File: config.mk
export PLATFORM = sky130hd
export DESIGN_NAME = mem_lsu
export DESIGN_NICKNAME = d
export VERILOG_FILES = /design/src/rtl/mem_lsu_pkg.sv /design/src/rtl/mem_lsu_align.sv /design/src/rtl/mem_lsu.sv
export SDC_FILE = /design/constraint.sdc
export NUM_CORES = 1
export LEC_CHECK = 0
export CAP_MARGIN = 20
export CORE_ASPECT_RATIO = 1.4
export CORE_MARGIN = 2
export CORE_UTILIZATION = 25
export CTS_BUF_LIST = sky130_fd_sc_hd__clkbuf_8
export CTS_CLUSTER_DIAMETER = 100
export DETAILED_ROUTE_END_ITERATION = 8
export GPL_ROUTABILITY_DRIVEN = 0
export SETUP_SLACK_MARGIN = 0.05
export SYNTH_ARGS = -nofsm -noshare
export SYNTH_HDL_FRONTEND = slang
export SYNTH_SLANG_ARGS = --single-unit
File: constraint.sdc
create_clock -name clk -period 3.5 [get_ports clk]
set_clock_uncertainty 0.1 [all_clocks]
set_input_delay 0.875 -clock clk [delete_from_list [all_inputs] [get_ports clk]]
set_output_delay 0.875 -clock clk [all_outputs]
set_load 0.02 [all_outputs]
File: src/rtl/mem_lsu_pkg.sv
// Shared definitions for the load/store initiator: funct3 codes, FSM states
// and the request legality checks used when a request is accepted.
package mem_lsu_pkg;

   localparam int unsigned MEM_WORDS_DEF = 128;

   localparam logic [2:0] F3_B  = 3'b000;
   localparam logic [2:0] F3_H  = 3'b001;
   localparam logic [2:0] F3_W  = 3'b010;
   localparam logic [2:0] F3_BU = 3'b100;
   localparam logic [2:0] F3_HU = 3'b101;

   typedef enum logic [1:0] {
      IDLE  = 2'd0,
      READ  = 2'd1,
      WRITE = 2'd2,
      RESP  = 2'd3
   } lsu_state_e;

   // Stores only know sb/sh/sw; loads reject the three unused RV32I codes.
   function automatic logic f3_illegal(input logic we, input logic [2:0] f3);
      if (we) begin
         return !((f3 == F3_B) || (f3 == F3_H) || (f3 == F3_W));
      end
      return (f3 == 3'b011) || (f3 == 3'b110) || (f3 == 3'b111);
   endfunction

   // Access size lives in funct3[1:0] for both signed and unsigned loads.
   function automatic logic misaligned(input logic [2:0] f3, input logic [1:0] lo);
      case (f3[1:0])
         2'b01:   return lo[0];
         2'b10:   return (lo != 2'b00);
         default: return 1'b0;
      endcase
   endfunction

endpackage

File: src/rtl/mem_lsu_align.sv
// Byte-lane steering between the 32-bit memory word and the CPU request:
// load-lane extraction with sign/zero extension, and store-lane merge for
// the read-modify-write path of sb/sh.
module lsu_align
   import mem_lsu_pkg::*;
(
   input  logic [31:0] ld_word_i,
   input  logic [1:0]  ld_lane_i,
   input  logic [2:0]  ld_funct3_i,
   output logic [31:0] ld_data_o,
   input  logic [31:0] st_old_i,
   input  logic [31:0] st_wdata_i,
   input  logic [1:0]  st_lane_i,
   input  logic [2:0]  st_funct3_i,
   output logic [31:0] st_word_o
);

   logic [7:0]  ld_byte;
   logic [15:0] ld_half;

   // Select the addressed lane and extend it to 32 bits.
   always_comb begin
      ld_byte = 8'h00;
      case (ld_lane_i)
         2'd0:    ld_byte = ld_word_i[7:0];
         2'd1:    ld_byte = ld_word_i[15:8];
         2'd2:    ld_byte = ld_word_i[23:16];
         default: ld_byte = ld_word_i[31:24];
      endcase
      ld_half = ld_lane_i[1] ? ld_word_i[31:16] : ld_word_i[15:0];
      case (ld_funct3_i)
         F3_B:    ld_data_o = {{24{ld_byte[7]}}, ld_byte};
         F3_BU:   ld_data_o = {24'h000000, ld_byte};
         F3_H:    ld_data_o = {{16{ld_half[15]}}, ld_half};
         F3_HU:   ld_data_o = {16'h0000, ld_half};
         default: ld_data_o = ld_word_i;
      endcase
   end

   // Replace only the addressed lane of the old word with the store data.
   always_comb begin
      st_word_o = st_old_i;
      case (st_funct3_i)
         F3_B: begin
            case (st_lane_i)
               2'd0:    st_word_o[7:0]   = st_wdata_i[7:0];
               2'd1:    st_word_o[15:8]  = st_wdata_i[7:0];
               2'd2:    st_word_o[23:16] = st_wdata_i[7:0];
               default: st_word_o[31:24] = st_wdata_i[7:0];
            endcase
         end
         F3_H: begin
            if (st_lane_i[1]) st_word_o[31:16] = st_wdata_i[15:0];
            else              st_word_o[15:0]  = st_wdata_i[15:0];
         end
         default: st_word_o = st_wdata_i;
      endcase
   end

endmodule

File: src/rtl/mem_lsu.sv
// Load/store initiator for the single-port data memory.
//
// state | meaning
// IDLE  | ready for a request; legality checked on accept
// READ  | one MemRead cycle; load result or merge source captured at its end
// WRITE | one MemWrite cycle with the full or merged word
// RESP  | response held until the consumer takes it
//
// Memory strobes decode straight from state_q so they are glitch-free and
// fall immediately on reset.
module mem_lsu
   import mem_lsu_pkg::*;
#(
   parameter int unsigned MEM_WORDS = MEM_WORDS_DEF,
   parameter int unsigned AW        = 9
)(
   input  logic          clk,
   input  logic          rst_n,
   input  logic          req_valid,
   output logic          req_ready,
   input  logic          req_we,
   input  logic [2:0]    req_funct3,
   input  logic [31:0]   req_addr,
   input  logic [31:0]   req_wdata,
   output logic          resp_valid,
   input  logic          resp_ready,
   output logic [31:0]   resp_rdata,
   output logic          resp_err,
   output logic          MemRead,
   output logic          MemWrite,
   output logic [AW-1:0] addr,
   output logic [31:0]   write_data,
   input  logic [31:0]   read_data
);

   lsu_state_e    state_q, state_d;
   logic          ready_q, ready_d;
   logic          we_q, we_d;
   logic [2:0]    f3_q, f3_d;
   logic [1:0]    lane_q, lane_d;
   logic [AW-1:0] widx_q, widx_d;
   logic [31:0]   wdata_q, wdata_d;
   logic [31:0]   wr_word_q, wr_word_d;
   logic [31:0]   rdata_q, rdata_d;
   logic          err_q, err_d;

   logic          req_err;
   logic [31:0]   ld_data;
   logic [31:0]   st_word;

   lsu_align u_align (
      .ld_word_i   (read_data),
      .ld_lane_i   (lane_q),
      .ld_funct3_i (f3_q),
      .ld_data_o   (ld_data),
      .st_old_i    (read_data),
      .st_wdata_i  (wdata_q),
      .st_lane_i   (lane_q),
      .st_funct3_i (f3_q),
      .st_word_o   (st_word)
   );

   // Full upper address is range-checked so aliases above the memory are rejected.
   assign req_err = f3_illegal(req_we, req_funct3)
                  | misaligned(req_funct3, req_addr[1:0])
                  | ({2'b00, req_addr[31:2]} >= 32'(MEM_WORDS));

   assign req_ready  = ready_q;
   assign resp_valid = (state_q == RESP);
   assign resp_rdata = rdata_q;
   assign resp_err   = err_q;
   assign MemRead    = (state_q == READ);
   assign MemWrite   = (state_q == WRITE);
   assign addr       = widx_q;
   assign write_data = wr_word_q;

   // Next-state and datapath register updates.
   always_comb begin
      state_d   = state_q;
      we_d      = we_q;
      f3_d      = f3_q;
      lane_d    = lane_q;
      widx_d    = widx_q;
      wdata_d   = wdata_q;
      wr_word_d = wr_word_q;
      rdata_d   = rdata_q;
      err_d     = err_q;
      case (state_q)
         IDLE: begin
            if (req_valid && ready_q) begin
               we_d    = req_we;
               f3_d    = req_funct3;
               lane_d  = req_addr[1:0];
               widx_d  = req_addr[AW+1:2];
               wdata_d = req_wdata;
               rdata_d = 32'h0;
               err_d   = req_err;
               if (req_err) begin
                  state_d = RESP;
               end else if (req_we && (req_funct3 == F3_W)) begin
                  wr_word_d = req_wdata;
                  state_d   = WRITE;
               end else begin
                  state_d = READ;
               end
            end
         end
         READ: begin
            if (we_q) begin
               wr_word_d = st_word;
               state_d   = WRITE;
            end else begin
               rdata_d = ld_data;
               state_d = RESP;
            end
         end
         WRITE: state_d = RESP;
         RESP: begin
            if (resp_ready) state_d = IDLE;
         end
         default: state_d = IDLE;
      endcase
      // Ready is registered so it stays low until the first edge after reset.
      ready_d = (state_d == IDLE);
   end

   // State and datapath registers, all cleared asynchronously.
   always_ff @(posedge clk or negedge rst_n) begin
      if (!rst_n) begin
         state_q   <= IDLE;
         ready_q   <= 1'b0;
         we_q      <= 1'b0;
         f3_q      <= 3'b000;
         lane_q    <= 2'b00;
         widx_q    <= '0;
         wdata_q   <= 32'h0;
         wr_word_q <= 32'h0;
         rdata_q   <= 32'h0;
         err_q     <= 1'b0;
      end else begin
         state_q   <= state_d;
         ready_q   <= ready_d;
         we_q      <= we_d;
         f3_q      <= f3_d;
         lane_q    <= lane_d;
         widx_q    <= widx_d;
         wdata_q   <= wdata_d;
         wr_word_q <= wr_word_d;
         rdata_q   <= rdata_d;
         err_q     <= err_d;
      end
   end

endmodule

==> results of run 1 <==
## flip-flops by register name (all words and copies together) (netlist names)
register / flops
addr: 9
f3_q: 3
lane_q: 2
req_ready: 1
resp_err: 1
resp_rdata: 32
state_q: 2
wdata_q: 32
we_q: 1
write_data: 32
## report_power, final
group | internal [mW] | switching, mW
clock network | 0.843 | 0.562
logic | 1.98 | 2.19
registers | 1.97 | 0.547
total | 4.79 | 3.30
## routing by layer
| layer | global-route usage (%) | vias to the layer above | part of all wire, % |
|---|---|---|---|
| li1 | - | 2462 | - |
| met1 | 22.1 | 2669 | 41 |
| met2 | 29.0 | 201 | 50 |
| met3 | 3.78 | 38 | 5.5 |
| met4 | 7.21 | 0 | 3.2 |
| met5 | 0 | - | 0 |
## kinds of logic after synthesis
family,count (synthesis)
compound gates,176
flops,115
buf+inv,73
fa+ha+maj,4
mux,93
simple gates,112
## stage by stage
stage	area, um2	total power [mW]	setup slack (ns)	utilization (%)
final	8690	8.10	0.560	36.1
after global routing	8690	8.57	0.472	36.1
after CTS	8690	8.15	0.529	36.1
after detailed placement	8250	6.71	0.127	34.3
after global placement	8250	6.65	0.173	34.3
after floorplan	6130	4.96	0.902	-
## layout make-up
class	count	area [um2]	area share [%]
Clock buffer	21	289	3.32
Clock inverter	11	158	1.81
Inverter	27	101	1.17
Multi-Input combinational cell	385	2930	33.7
Sequential cell	115	2880	33.1
Tap cell	310	388	4.46
Timing Repair Buffer	196	1950	22.4
## cell usage in the layout, fill, tap and decap left out, types with 8 or more instances in the layout
cell | Yosys | routed
buf_4 | 1 | 14
inv_1 | 25 | 27
nand3_1 | 9 | 9
mux2_4 | 23 | 23
a221o_1 | 24 | 24
clkdlybuf4s50_1 | 0 | 180
o21ai_0 | 38 | 38
a21o_1 | 8 | 8
a21oi_1 | 33 | 33
a31oi_1 | 9 | 9
clkbuf_8 | 0 | 21
dfrtp_1 | 115 | 114
a221oi_1 | 10 | 10
a311oi_1 | 8 | 8
o22ai_1 | 29 | 29
mux2_2 | 54 | 54
nand2_1 | 47 | 47
mux2i_1 | 15 | 15
nor2_1 | 27 | 26
## worst max-delay path, delay by kind of cell
kind,cells,cell delay [ns]
AO/OA/AOI/OAI,2,0.42
buffers and inverters,3,0.81
AND/OR/NAND/NOR,2,0.45
multiplexers,1,0.32
adder cells (fa/ha/maj),1,0.26
## worst max-delay path by stage
stage                  start             end  slack (ns)  depth (start not counted)
6_report       req_funct3[0]  write_data[27]        0.56                          9
3_3_place_gp   req_funct3[0]   write_data[0]        0.17                          9
3_5_place_dp   req_funct3[0]   write_data[0]        0.13                          9
4_1_cts           state_q[1]         MemRead        0.53                          3
2_1_floorplan  req_funct3[0]  write_data[14]        0.90                          9
5_1_grt        req_funct3[0]   write_data[0]        0.47                          9
==> impl_metrics.ini, run 1 <==
[clock_tree]
root_buffer = clkbuf_8
clock_latency_ns = 0.44
clock_sinks = 115
cts.htree.levels = 4
cts_tree = yes
cts_setup_buffers = 0
cts_buffer_depth = 2
clkSlewWorstSetupHoldPaths_ns = 0.07
cts_buffers = 17
post_cts_resized = 0
postCtsHoldBufs = 0

[sta]
tightest_slew_ns = 0.713
max_freq_mhz = 340
holdWs_ns = 0.316
drv_slew = 0
timing.final.crit_share_pct = 84.0
period_needed_ns = 2.94
slew_headroom_pct = 52.5
hold_viol_final = 0
rsz0062_at_grt = no
setup_viol = 0
tns_ns = 0

[worst_setup_path]
required_ns = 3.71
critPathCaptureType = flip-flop
slowest_stage = clkdlybuf4s50_1
cpPeakStageDelay_ns = 0.52
crit_fanout = 32
r2r_start = lane_q[0]
arrival_ns = 3.15
path_cells = clkdlybuf4s50_1, inv_1, ha_1, nor3_1, o21ai_0, and3_4, a32o_2, buf_12, mux2_4
regToRegSetupSlack_ns = 0.94
critPathKind = primary input to flip-flop
crit-reg2reg-capture = write_data[22]
cp-start-kind = primary input
reg2reg_depth = 6

[die]
start_util_pct = 25.5
core_area_mm2 = 0.0241
die_y_um = 189
num_rows = 67
fp.dieW_um = 136
ioPinCount = 182
die_area_mm2 = 0.0258

[yosys]
synth_fp_nets = 681
synth-simple-area-share_pct = 8.51
yosys.area.top_type_share_pct = 47.0
avgSynthCellArea_um2 = 10.7
yosys_warnings = 0
yosys.area.top_type = dfrtp_1
ys.flop_type = dfrtp_1
synth_top_family_by_area = compound AO/OA/AOI/OAI gates
synth_xor_xnor_area_share_pct = 0
synth_most_common_cell = dfrtp_1
synthCells = 573
synth_area_leaders = dfrtp_1 (47%), mux2_2 (9.9%), mux2_4 (5.6%), a221o_1 (3.9%), o21ai_0 (3.1%)
yosys_register_bits = 115
synth_fa_ha_area_share_pct = 0.817
ys_seq_area_share_pct = 47.0
ys_types = 49
syn_area_mm2 = 0.00613
synth-edff-count = 0
synth_compound_area_share_pct = 20.0
synth_common_cells = dfrtp_1 (115), mux2_2 (54), nand2_1 (47), o21ai_0 (38), a21oi_1 (33)
async_reset_ff_share_pct = 100
muxShareOfSynthArea_pct = 18.4

[global_routing]
grt_pass1_wl_um = 33600
grt_overflow_total = 0
globalRouteTotalUtil_pct = 17.5
grt_max_degree = 51
grt_pass1_vias = 5505
antenna_found_initial = 0

[drt]
post_drt_wl_per_cell_um = 20.8
drt_iter0_drc = 387
drc = 0
vias = 5370
first_pass_iters = 5
viasPerCell = 5.04
antenna_left = 0
wirelength_um = 22200

[placement]
place_inst = 1033
io_buffers = 181
hpwl_um = 16500

[finish]
syn_to_final_growth_pct = 41.9
fillers = 2393
final_cells = 1065
diodes = 0
final_net_count = 850
post_route_cells_drive_above_1_share_pct = 18.3

[pwr]
cellPowerDensity_mw_per_mm2 = 931
irDropWorstVdd_v = 0.000336
leakage_nw = 3.68

[run_status]
status = completed

[run]
cap_violations = 0

[worst_hold_path]
hold_class = primary input to asynchronous set/reset pin
Power figures use the tool's default switching activity.
==> run 2, diff against run 1 <==
==> constraint.sdc (replaced) <==
create_clock -name clk -period 2.9 [get_ports clk]
set_clock_uncertainty 0.1 [all_clocks]
set_input_delay 0.725 -clock clk [delete_from_list [all_inputs] [get_ports clk]]
set_output_delay 0.725 -clock clk [all_outputs]
set_load 0.02 [all_outputs]
==> impl_metrics.ini, run 2 (synthesis results as in run 1) <==
[die]
fp.dieW_um = 136
num_rows = 67
die_y_um = 189
core_area_mm2 = 0.0241
start_util_pct = 25.5
die_area_mm2 = 0.0258
ioPinCount = 182

[clock_tree]
postCtsHoldBufs = 0
clkSlewWorstSetupHoldPaths_ns = 0.07
clock_sinks = 115
cts_tree = yes
cts_buffers = 17
cts_buffer_depth = 2
root_buffer = clkbuf_8
clock_latency_ns = 0.44
cts.htree.levels = 4

[worst_setup_path]
regToRegSetupSlack_ns = 0.53
crit-reg2reg-capture = resp_rdata[9]
r2r_start = state_q[1]
critPathKind = primary input to flip-flop
reg2reg_depth = 6
critPathCaptureType = flip-flop
crit_fanout = 19
required_ns = 3.11
cp-start-kind = primary input
arrival_ns = 2.80

[drt]
vias = 5403
drc = 0
viasPerCell = 5.03
wirelength_um = 21800
post_drt_wl_per_cell_um = 20.3
drt_iter0_drc = 409
first_pass_iters = 5
antenna_left = 0

[worst_hold_path]
hold_class = primary input to asynchronous set/reset pin

[sta]
max_freq_mhz = 386
hold_viol_final = 0
period_needed_ns = 2.59
drv_slew = 0
timing.final.crit_share_pct = 89.3
tns_ns = 0
tightest_slew_ns = 0.789
slew_headroom_pct = 47.3
rsz0062_at_grt = no
setup_viol = 0

[finish]
diodes = 0
fillers = 2412
multi_input_area_mm2 = 0.00293
final_common_cell = clkdlybuf4s50_1
post-route-util_pct = 36.5
final_net_count = 860
syn_to_final_growth_pct = 43.5
post_route_cells_drive_above_1_share_pct = 19.3
final-seq-area_mm2 = 0.00288
final_cell_mix = clkdlybuf4s50_1 (179), dfrtp_1 (114), mux2_2 (54)

[pwr]
power.share.clock_pct = 17.8
p_sw_share_pct = 40.4
irDropWorstVdd_v = 0.000401
p_switching_mw = 3.97
combPwrFrac_pct = 51.4
pwr-share-seq_pct = 30.9
leakage_nw = 3.74
internal_power_mw = 5.86
cellPowerDensity_mw_per_mm2 = 1120

[global_routing]
antenna_found_initial = 0
grt_max_degree = 67
grt_pass1_vias = 5370
grt_overflow_total = 0
grt_pass1_wl_um = 33000
globalRouteTotalUtil_pct = 17.2

[placement]
io_buffers = 181
hpwl_um = 16300

[run_status]
status = completed

[run]
cap_violations = 0
## run 2: cell count changes in the layout (fill, tap and decap cells not counted), sizes merged
| cell | change |
|---|---|
| buf | +10 |
| clkbuf | -1 |
| clkinvlp | -1 |
| clkdlybuf4s50 | -1 |
| dlygate4sd2 | +1 |
| bufinv | +1 |
| clkinv | +1 |
## run 2: worst max-delay path: stages
cell and delay, ns:
clkdlybuf4s50_1 0.53, inv_1 0.08, ha_1 0.20, nor3_1 0.17, o21ai_0 0.10, and3_4 0.19
a32o_2 0.31, buf_12 0.18, mux2_4 0.30
## run 2: how the worst max path moves through the flow
stage / from / endpoint / slack, ns / cells past startpoint
finish: req_funct3[1] / write_data[24] / 0.31 / 9
global route: req_funct3[1] / write_data[24] / 0.19 / 9
CTS: state_q[1] / MemWrite / 0.27 / 2
detailed placement: req_funct3[1] / write_data[30] / -0.14 / 9
global placement: req_funct3[1] / write_data[10] / -0.12 / 10
floorplan: req_funct3[0] / write_data[14] / 0.45 / 9
## run 2: through the flow
| stage | std cells | hold slack [ns] | power (mW) | setup WS, ns | cell area [um2] |
|---|---|---|---|---|---|
| 5_1_grt | 1075 | 0.113 | 10.4 | 0.186 | 8790 |
| 3_3_place_gp | 1043 | 0.360 | 8.06 | -0.118 | 8330 |
| 2_1_floorplan | 573 | 0.329 | 5.99 | 0.452 | 6130 |
| 3_5_place_dp | 1043 | 0.367 | 8.10 | -0.136 | 8330 |
| 4_1_cts | 1075 | 0.0975 | 9.89 | 0.274 | 8790 |
| 6_report | 1075 | 0.0939 | 9.83 | 0.310 | 8790 |
## run 2: final cells by class
| class | instances | share of cell area [%] |
|---|---|---|
| repair buffers | 206 | 23.1 |
| clock inverters | 12 | 2.11 |
| well taps | 310 | 4.41 |
| multi-input cells | 385 | 33.3 |
| clock buffers | 20 | 3.13 |
| inverters | 27 | 1.15 |
| flip-flops and latches | 115 | 32.7 |
## run 2: timing repair
item                                    CTS  global route
buffers inserted                          0             0
resized for setup                         1             0
endpoints found under the setup margin    1             0
hold endpoints to repair                  0             0
## run 2: power groups by stage
| stage | clock network (mW) | logic (mW) | registers [mW] |
|---|---|---|---|
| floorplan | 0 | 2.57 | 3.42 |
| global placement | 0 | 5.02 | 3.04 |
| detailed placement | 0 | 5.07 | 3.04 |
| CTS | 1.78 | 5.08 | 3.03 |
| global route | 1.86 | 5.40 | 3.15 |
| finish | 1.75 | 5.05 | 3.03 |
## run 2: metal layers
metal	track usage, %	wire [um]	vias up
met5	0	0	-
met4	5.97	578	0
met3	3.69	1250	31
met1	21.7	9000	2684
met2	28.8	11000	205
li1	-	-	2483
